`src/rtl/spi_bus_arbiter.sv`:
```
// Two-master arbiter for the shared SPI flash/RAM bus: req/gnt handshake, whole-tenure
// ownership, and a forced deselect gap between tenures so the flash sees its tSHSL.
module spi_bus_arbiter #(
  parameter int GAP_CYCLES = 2,
  parameter bit FIXED_PRIO = 1'b0
) (
  input  logic cpu_clk,
  input  logic rstn,
  input  logic req0,
  input  logic req1,
  output logic gnt0,
  output logic gnt1,
  input  logic m0_sel_n,
  input  logic m1_sel_n,
  input  logic m0_mosi,
  input  logic m1_mosi,
  input  logic m0_clk_en,
  input  logic m1_clk_en,
  output logic m0_miso,
  output logic m1_miso,
  output logic spi_select_n,
  output logic spi_mosi,
  output logic spi_clk_enable,
  input  logic spi_miso,
  output logic err
);

  typedef enum logic [1:0] {
    S_IDLE = 2'd0,
    S_OWN0 = 2'd1,
    S_OWN1 = 2'd2,
    S_GAP  = 2'd3
  } state_t;

  localparam logic [3:0] GAP_LOAD = (GAP_CYCLES > 0) ? 4'(GAP_CYCLES - 1) : 4'd0;

  state_t     r_state;
  state_t     w_state_nxt;
  logic [3:0] r_gap_cnt;
  logic [3:0] w_gap_cnt_nxt;
  logic       r_last_owner;
  logic       w_last_owner_nxt;
  logic       r_err;
  logic       w_err_nxt;

  // last_owner resets to 1 so master 0 takes the first round-robin tie
  always_ff @(posedge cpu_clk) begin
    if (!rstn) begin
      r_state      <= S_IDLE;
      r_gap_cnt    <= 4'd0;
      r_last_owner <= 1'b1;
      r_err        <= 1'b0;
    end else begin
      r_state      <= w_state_nxt;
      r_gap_cnt    <= w_gap_cnt_nxt;
      r_last_owner <= w_last_owner_nxt;
      r_err        <= w_err_nxt;
    end
  end

  always_comb begin
    w_state_nxt      = r_state;
    w_gap_cnt_nxt    = r_gap_cnt;
    w_last_owner_nxt = r_last_owner;
    w_err_nxt        = r_err;
    spi_select_n     = 1'b1;
    spi_mosi         = 1'b0;
    spi_clk_enable   = 1'b0;
    m0_miso          = 1'b0;
    m1_miso          = 1'b0;

    case (r_state)
      S_IDLE: begin
        if (req0 && req1) begin
          w_state_nxt = (FIXED_PRIO || r_last_owner) ? S_OWN0 : S_OWN1;
        end else if (req0) begin
          w_state_nxt = S_OWN0;
        end else if (req1) begin
          w_state_nxt = S_OWN1;
        end
      end

      // Bus follows the owner combinationally so select-low costs no extra cycle
      S_OWN0: begin
        spi_select_n   = m0_sel_n;
        spi_mosi       = m0_mosi;
        spi_clk_enable = m0_clk_en;
        m0_miso        = spi_miso;
        if (!req0) begin
          w_last_owner_nxt = 1'b0;
          w_err_nxt        = r_err | ~m0_sel_n;
          w_state_nxt      = (GAP_CYCLES == 0) ? S_IDLE : S_GAP;
          w_gap_cnt_nxt    = GAP_LOAD;
        end
      end

      S_OWN1: begin
        spi_select_n   = m1_sel_n;
        spi_mosi       = m1_mosi;
        spi_clk_enable = m1_clk_en;
        m1_miso        = spi_miso;
        if (!req1) begin
          w_last_owner_nxt = 1'b1;
          w_err_nxt        = r_err | ~m1_sel_n;
          w_state_nxt      = (GAP_CYCLES == 0) ? S_IDLE : S_GAP;
          w_gap_cnt_nxt    = GAP_LOAD;
        end
      end

      S_GAP: begin
        if (r_gap_cnt == 4'd0) begin
          w_state_nxt = S_IDLE;
        end else begin
          w_gap_cnt_nxt = r_gap_cnt - 4'd1;
        end
      end

      default: begin
        w_state_nxt = S_IDLE;
      end
    endcase
  end

  assign gnt0 = (r_state == S_OWN0);
  assign gnt1 = (r_state == S_OWN1);
  assign err  = r_err;

endmodule

```
`config.mk`:
```
export PLATFORM = sky130hd
export DESIGN_NAME = spi_bus_arbiter
export DESIGN_NICKNAME = d
export VERILOG_FILES = /design/src/rtl/spi_bus_arbiter.sv
export SDC_FILE = /design/constraint.sdc
export NUM_CORES = 1
export LEC_CHECK = 0
export ABC_AREA = 1
export BUFFER_PORTS_ARGS = -buffer_cell sky130_fd_sc_hd__buf_4
export CAP_MARGIN = 30
export CORE_MARGIN = 5
export CORE_UTILIZATION = 50
export DETAILED_ROUTE_END_ITERATION = 10
export PLACE_DENSITY = 0.77
export SLEW_MARGIN = 20
export SYNTH_ARGS = -nofsm -noshare
export SYNTH_HDL_FRONTEND = slang
export SYNTH_SLANG_ARGS = --single-unit
```
`constraint.sdc`:
```
create_clock -name cpu_clk -period 1.5 [get_ports cpu_clk]
set_input_delay 0.075 -clock cpu_clk [delete_from_list [all_inputs] [get_ports cpu_clk]]
set_output_delay 0.075 -clock cpu_clk [all_outputs]
set_load 0.1 [all_outputs]
```
---- After elaboration in Yosys (flattened, before gate mapping) ----
Index checks and enable logic that the tools add are counted.
storage, ports and cells
  register bits ........................... 8
  memory bits (writable) .................. 0
  word-level logic and storage cells ...... 48
  bits in read-only memories .............. 0
  output and inout bits ................... 8
  bits of input ports ..................... 11
  latch bits .............................. 0
  memories kept ........................... 0
operators by class
  muxes and demuxes ....................... 23
  bitwise gates (word level) .............. 4
  $add $sub $neg .......................... 1
  order comparisons ....................... 0
  divide/modulo/power cells ............... 0
  multipliers ............................. 0
  shift-type cells ........................ 0
  eq/ne operators ......................... 8
  reductions and logical operators ........ 8
operators with widths
  operator               count
  $mux W2                7
  $mux W4                3
  $pmux W4 S3            1
  $pmux W1 S2            5
  $ne A2 B2 Y1 const B   4
  $pmux W2 S4            1
  $reduce_and A4 Y1      2
  $mux W1                6
  $eq A2 B2 Y1 const B   2
  $logic_not A4 Y1       1
  $ne A4 B4 Y1 const B   1
  $sub A4 B1 Y4 const B  1
  $reduce_and A3 Y1      1
  $reduce_bool A3 Y1     1
  $eq A2 B1 Y1 const B   1
  $logic_not A2 Y1       1
  $not A1 Y1             2
  $or A1 B1 Y1           2
  $reduce_bool A2 Y1     1
  $logic_and A1 B1 Y1    1

---- Logic depth before layout (Yosys ltp) ----
Gate-level depths: netlist (run 1).
  depth after elaboration ................. 4
  mapped depth ............................ 9
  depth with buffers taken out ............ 9

---- Worst setup path before layout (run 1) ----
No wires, ideal clock.
  path type ............................... flip-flop to output port
  start ................................... register r_state[0]
  end ..................................... output port spi_clk_enable
  data required time ...................... 1425 ps
  buffers on the path ..................... 0
  cell stages (with the launch flop) ...... 5
  setup slack ............................. -1523 ps
  arrival ................................. 2948 ps
  cells stage by stage .................... dfxtp_1 -> inv_1 -> ha_1 -> nand2_1 -> a21oi_1
between the ends
  cells in the longest elaborated chain, start to end .. 2
  elaborated cells on any way between the ends .. 3
  those cells by class .................... eq/ne: 2; mux: 1
RTL lines
  element                 line  text
  from (decl)             37    state_t r_state;
  from (signal assigned)  54    r_state <= w_state_nxt;
  $eq A2 B2 Y1            n/a
  via gnt1                12    output logic gnt1,
  $pmux W1 S2             72    case (r_state)
  to (decl)               23    output logic spi_clk_enable,
The timed path passes the listed nets, and every way through them passes these cells.

---- Worst setup path after layout (run 1) ----
  start ................................... register r_state[0]
  end ..................................... output port spi_select_n
between the ends
  cells in the longest elaborated chain, start to end .. 2
  elaborated cells on any way between the ends .. 3
  those cells by class .................... eq/ne: 2; mux: 1
RTL lines
  element                                       line  text
  $eq A2 B2 Y1 or $eq A2 B1 Y1 (tied branches)  72
  $pmux W1 S2 (*)                               72
  to (decl)                                     21    output logic spi_select_n,
Mark *: on every way between the ends. The rest lies on a longest branch, timed or not.

==> results of run 1 <==
[path summary, 6_finish.rpt]
| kind | from | end | slack (ns) | depth (start not counted) |
|---|---|---|---|---|
| worst min register to register | r_last_owner$_SDFFE_PN1P_ | r_last_owner$_SDFFE_PN1P_ | 0.49 | 2 |
| worst max-delay path | r_state[0]$_SDFFE_PN0P_ | spi_select_n | -0.06 | 5 |
| worst max register to register | r_state[0]$_SDFFE_PN0P_ | r_state[1]$_SDFFE_PN0P_ | 0.04 | 8 |
| worst min-delay path | rstn | r_last_owner$_SDFFE_PN1P_ | 0.07 | 2 |
[per-layer routing]
layer / share of wire [%] / track usage [%]
met3: 5.6 / 8.81
met4: 1.1 / 8.29
met5: 0 / 0
met1: 42 / 26.7
met2: 51 / 39.6
[critical path: stages (launching register included)]
cell     delay, ns
dfxtp_2       0.36
inv_4         0.07
ha_4          0.28
inv_4         0.04
a221o_2       0.32
buf_12        0.17
[cell families after synthesis]
kind of cell / count (synthesis) / synth area share (%)
AO/OA/AOI/OAI: 10 / 9.02
AND/OR/NAND/NOR: 58 / 41.1
adder cells (fa/ha/maj): 9 / 16.6
buffers and inverters: 17 / 9.76
flip-flops: 8 / 23.6
[through the flow]
stage,area [um^2],setup TNS (ns)
6_report,1090,-0.0713
4_1_cts,1060,-0.0446
5_1_grt,1090,-0.257
3_5_place_dp,895,0
3_3_place_gp,895,0
2_1_floorplan,733,-0.0803
[cell usage in the layout, fill, tap and decap left out, drive strengths merged, types with 3 or more instances in the layout]
cell type   n
a21oi       5
nand3       7
clkbuf      3
nor2       16
inv        17
dfxtp       8
ha          9
o21ai       3
nand2      34
buf        30
[area by class of cell]
class / instances / area (um^2) / share of cell area (%)
well taps: 15 / 18.8 / 1.73
flip-flops and latches: 8 / 163 / 15.0
clock buffers: 3 / 22.5 / 2.07
multi-input cells: 77 / 547 / 50.3
inverters: 17 / 73.8 / 6.79
repair buffers: 30 / 263 / 24.2
[state kept, by name (all words and copies together) (netlist names)]
| register | count |
|---|---|
| r_gap_cnt | 4 |
| r_state | 2 |
| err | 1 |
| r_last_owner | 1 |
[synth_stat cells, drive strengths merged]
library cell	count	area [um^2]
a21oi	5	28.8
nand2	34	160
or2	1	6.26
o21ai	3	15.0
nor2	16	65.1
a221o	1	10.0
dfxtp	8	160
nand3	7	47.6
ha	9	113
o211ai	1	7.51
inv	17	66.3
[power by group]
part           internal, mW  switching (mW)
clock                0.0914          0.0717
sequential            0.292          0.0561
combinational         0.776            1.32
total                  1.16            1.44
[repair_timing]
action                                  4_1_cts  5_1_grt
pin swaps                                     2        1
endpoints found under the setup margin        4        3
cloned                                        0        0
resized for setup                            19        2
buffers inserted                              8        3
==> impl_metrics.yaml, run 1 <==
grt:
  grt_max_degree: 9
  grt_pass1_wl_um: 3480
  grt_pass1_vias: 796
  antenna_found_initial: 0
  grt_usage_pct: 23.4
  overflow: 0
power_and_ir_drop:
  peakVddDrop_v: 0.00190
  finalPower_mw: 2.60
  power_density_nw_per_um2: 2390
  p_leak_nw: 0.558
critical_path:
  worstPathRequired_ns: 1.42
  worst_ep_arrival_time_ns: 1.49
  crit_type: "reg -> out"
  crit_path_end_kind: "primary output"
  critical_path.startpoint_type: "flip-flop"
  cp_max_fo: 4
placed_design:
  dp_hpwl_um: 1220
  dp_cells: 136
  portBuffers: 18
  globalplace.congestion: 0.769
  post-place-ws_ns: 0.0256
layout:
  nFillCells: 79
  fin_util_pct: 83.6
  fin_nets: 157
  diodes: 0
  area_growth_pct: 60.0
  drive_above_1_share_pct: 45.2
  final_cells: 150
timing:
  report.final.slew_viol_count: 0
  hold_viol_final: 0
  period_share_pct: 104
  skew_ns: 0.00155
  tightest_slew_ns: 0.286
  setup_violations: 3
  fmax_ghz: 0.641
  whs_ns: 0.0654
  slew_headroom_pct: 81.1
  rsz0062_at_grt: "yes"
  setup_slack_ns: -0.0609
  period_needed_ns: 1.56
logic_synthesis:
  synthCells: 102
  ys_seq_area_share_pct: 23.6
  ys_ff_latch: 8
  netlist_area_um2: 679
  synth-warning-count: 0
  yosysUniqueCellTypes: 18
  syn_area_per_cell_um2: 6.66
  syn_nets: 122
die:
  coreArea_um2: 1300
  boundaryPins: 19
  start_util_pct: 52.2
  die_x_um: 46.9
  dieArea_um2: 2200
  die_y_um: 46.9
  fp-row-count: 13
job:
  cap_violations: 0
detailed_routing:
  drc: 0
  wl_per_cell_um: 14.0
  ant_nets: 0
  first_iter_violations: 15
  vias: 776
  routed_wl_um: 2100
  firstDrtPassIters: 4
  viasPerCell: 5.17
clock_tree:
  insertion_delay_ns: 0.25
  cts-root-buf: "clkbuf_4"
  htree_levels: 1
  clk_pin_slew_ns: 0.05
  cts_tree: "yes"
  cts_sinks: 8
  holdBufCountCts: 0
  clockBufferDepth: 2
  cts_buffers: 3
run_status:
  violations: "negative setup slack"
  status: "finished, violations left"
min_path:
  worstHoldPathType: "in -> reg"
Note: power is estimated with default switching activity, not from simulation.
==> run 2: changes to the inputs <==
CORE_ASPECT_RATIO = 1.25   (was unset)
CORE_UTILIZATION = 25   (was 50)
GPL_ROUTABILITY_DRIVEN = 0   (was unset)
PLACE_DENSITY = unset   (was 0.77)
==> run 2 against run 1 <==
The run still ends with negative setup slack left. Worst hold slack better by 0.016 ns. Sequential power hardly changed. Cell count rose by 8.7%. Via count decreased by 12%. Largest power group unchanged. Maximum frequency down 0.32%. Sequential cell count unchanged. Non-clock buffer count decreased by 6. Power fell by 9.0%.
==> impl_metrics.yaml, run 2 (synthesis gave the netlist of run 1 again) <==
run_status:
  status: "finished, violations left"
  violations: "negative setup slack"
layout:
  final_common_cell: "nand2_1"
  drive_above_1_share_pct: 41.1
  diodes: 0
  fin_util_pct: 39.5
  layout_common_cells: "25 x nand2_1, 20 x buf_4, 14 x nor2_1, 13 x inv_1"
  area_growth_pct: 54.1
  top_regs: "r_gap_cnt x4, r_state x2"
  largest_reg_flops: 4
  fin_nets: 151
  max_flop_register: "r_gap_cnt"
timing:
  period_share_pct: 104
  setup_violations: 3
  rsz0062_at_grt: "yes"
  skew_ns: 0.00900
  report.final.slew_viol_count: 0
  period_needed_ns: 1.57
  setup_slack_ns: -0.0660
  slew_headroom_pct: 81.4
  fin_setup_tns_ns: -0.0969
  hold_viol_final: 0
  fmax_ghz: 0.639
  whs_ns: 0.0812
  tightest_slew_ns: 0.281
clock_tree:
  cts_sinks: 8
  cts_buffers: 3
  cts-root-buf: "clkbuf_4"
  holdBufCountCts: 0
  insertion_delay_ns: 0.25
  htree_levels: 1
  cts_tree: "yes"
  clk_pin_slew_ns: 0.06
  clockBufferDepth: 2
grt:
  antenna_found_initial: 0
  met2_usage_pct: 17.6
  met1_usage_pct: 10.4
  met3_usage_pct: 3.02
  overflow: 0
  grt_pass1_vias: 707
  grt.busiest_layer: "met2"
  grt_max_degree: 9
  grt_pass1_wl_um: 2970
  grt_usage_pct: 9.63
critical_path:
  path_delay_family: "flip-flops"
  r2r_cells: 8
  crit_end: "spi_select_n"
  cp_max_fo: 5
  crit_path_end_kind: "primary output"
  crit_path_start: "r_state[0]$_SDFFE_PN0P_"
  rr_endpoint: "r_gap_cnt[3]$_SDFFE_PN0P_"
  crit_type: "reg -> out"
  cp.depth: 5
  cpPeakStageDelay_ns: 0.39
  cpMaxStageDelayCell: "dfxtp_4"
  worstPathRequired_ns: 1.42
  worst_ep_arrival_time_ns: 1.49
  critPathBufInv: 3
  crit_chain: "inv_6 > ha_4 > inv_4 > a221o_2 > buf_12"
  r2r_setup_slack_ns: 0.18
  critical_path.startpoint_type: "flip-flop"
  timing.rr.start: "r_state[1]$_SDFFE_PN0P_"
detailed_routing:
  viasPerCell: 4.17
  drc: 0
  wl_per_cell_um: 9.98
  vias: 680
  routed_wl_um: 1630
  ant_nets: 0
  firstDrtPassIters: 4
  first_iter_violations: 13
power_and_ir_drop:
  peakVddDrop_v: 0.00162
  power_density_nw_per_um2: 2260
  p_leak_nw: 0.526
die:
  fp-row-count: 21
  die_x_um: 56.6
  die_y_um: 68.3
  start_util_pct: 25.6
  dieArea_um2: 3870
  boundaryPins: 19
  coreArea_um2: 2650
min_path:
  worstHoldPathType: "in -> reg"
job:
  cap_violations: 0
placed_design:
  dp_hpwl_um: 1270
  portBuffers: 18
-- run 2: cell count changes in the layout (fill, tap and decap cells not counted), sizes merged --
cell / change
buf: -6
-- run 2: how the worst min path moves through the flow --
stage                     startpoint                        end  cells past startpoint
after detailed placement        rstn  r_last_owner$_SDFFE_PN1P_                      2
after floorplan                 rstn  r_last_owner$_SDFFE_PN1P_                      1
after global routing            rstn  r_last_owner$_SDFFE_PN1P_                      2
after global placement          rstn  r_last_owner$_SDFFE_PN1P_                      2
after CTS                       rstn  r_last_owner$_SDFFE_PN1P_                      2
final                           rstn  r_last_owner$_SDFFE_PN1P_                      2
-- run 2: layout make-up --
| type | instances | area (um^2) |
|---|---|---|
| timing repair buffer | 24 | 221 |
| multi-input combinational | 77 | 522 |
| sequential | 8 | 165 |
| tap | 34 | 42.5 |
| clock buffer | 3 | 22.5 |
| fill | 287 | 1610 |
| inverter | 17 | 73.8 |
-- run 2: power by group --
group / total, mW / internal [mW] / switching [mW]
sequential: 0.350 / 0.294 / 0.0558
clock: 0.165 / 0.0916 / 0.0733
combinational: 1.85 / 0.670 / 1.18
-- run 2: worst reg2reg max path: cells and delay by family (launching register included) --
| kind | cells | cell delay, ns |
|---|---|---|
| adder cells (fa/ha/maj) | 1 | 0.24 |
| buffers and inverters | 2 | 0.26 |
| flip-flops | 1 | 0.32 |
| AND/OR/NAND/NOR | 5 | 0.40 |
-- run 2: through the flow --
stage / setup slack, ns / instances / power, mW / area, um^2
final: -0.0660 / 163 / 2.37 / 1050
after global routing: -0.129 / 163 / 2.58 / 1050
after CTS: -0.0825 / 163 / 2.38 / 1040
after detailed placement: 0.0392 / 156 / 1.95 / 926
after global placement: 0.0774 / 156 / 1.93 / 926
after floorplan: -0.0407 / 102 / 1.65 / 733
-- run 2: per-layer routing --
layer | part of all wire (%) | up-vias
met3 | 7.2 | 2
li1 | - | 367
met4 | 0.49 | 0
met5 | 0 | -
met1 | 44 | 293
met2 | 48 | 18
-- run 2: repair_timing --
| action | CTS | global route |
|---|---|---|
| hold endpoints to repair | 0 | 0 |
| buffers inserted | 4 | 0 |
| endpoints found under the setup margin | 4 | 4 |
| pin swaps | 2 | 1 |
| gates resized for setup | 18 | 1 |
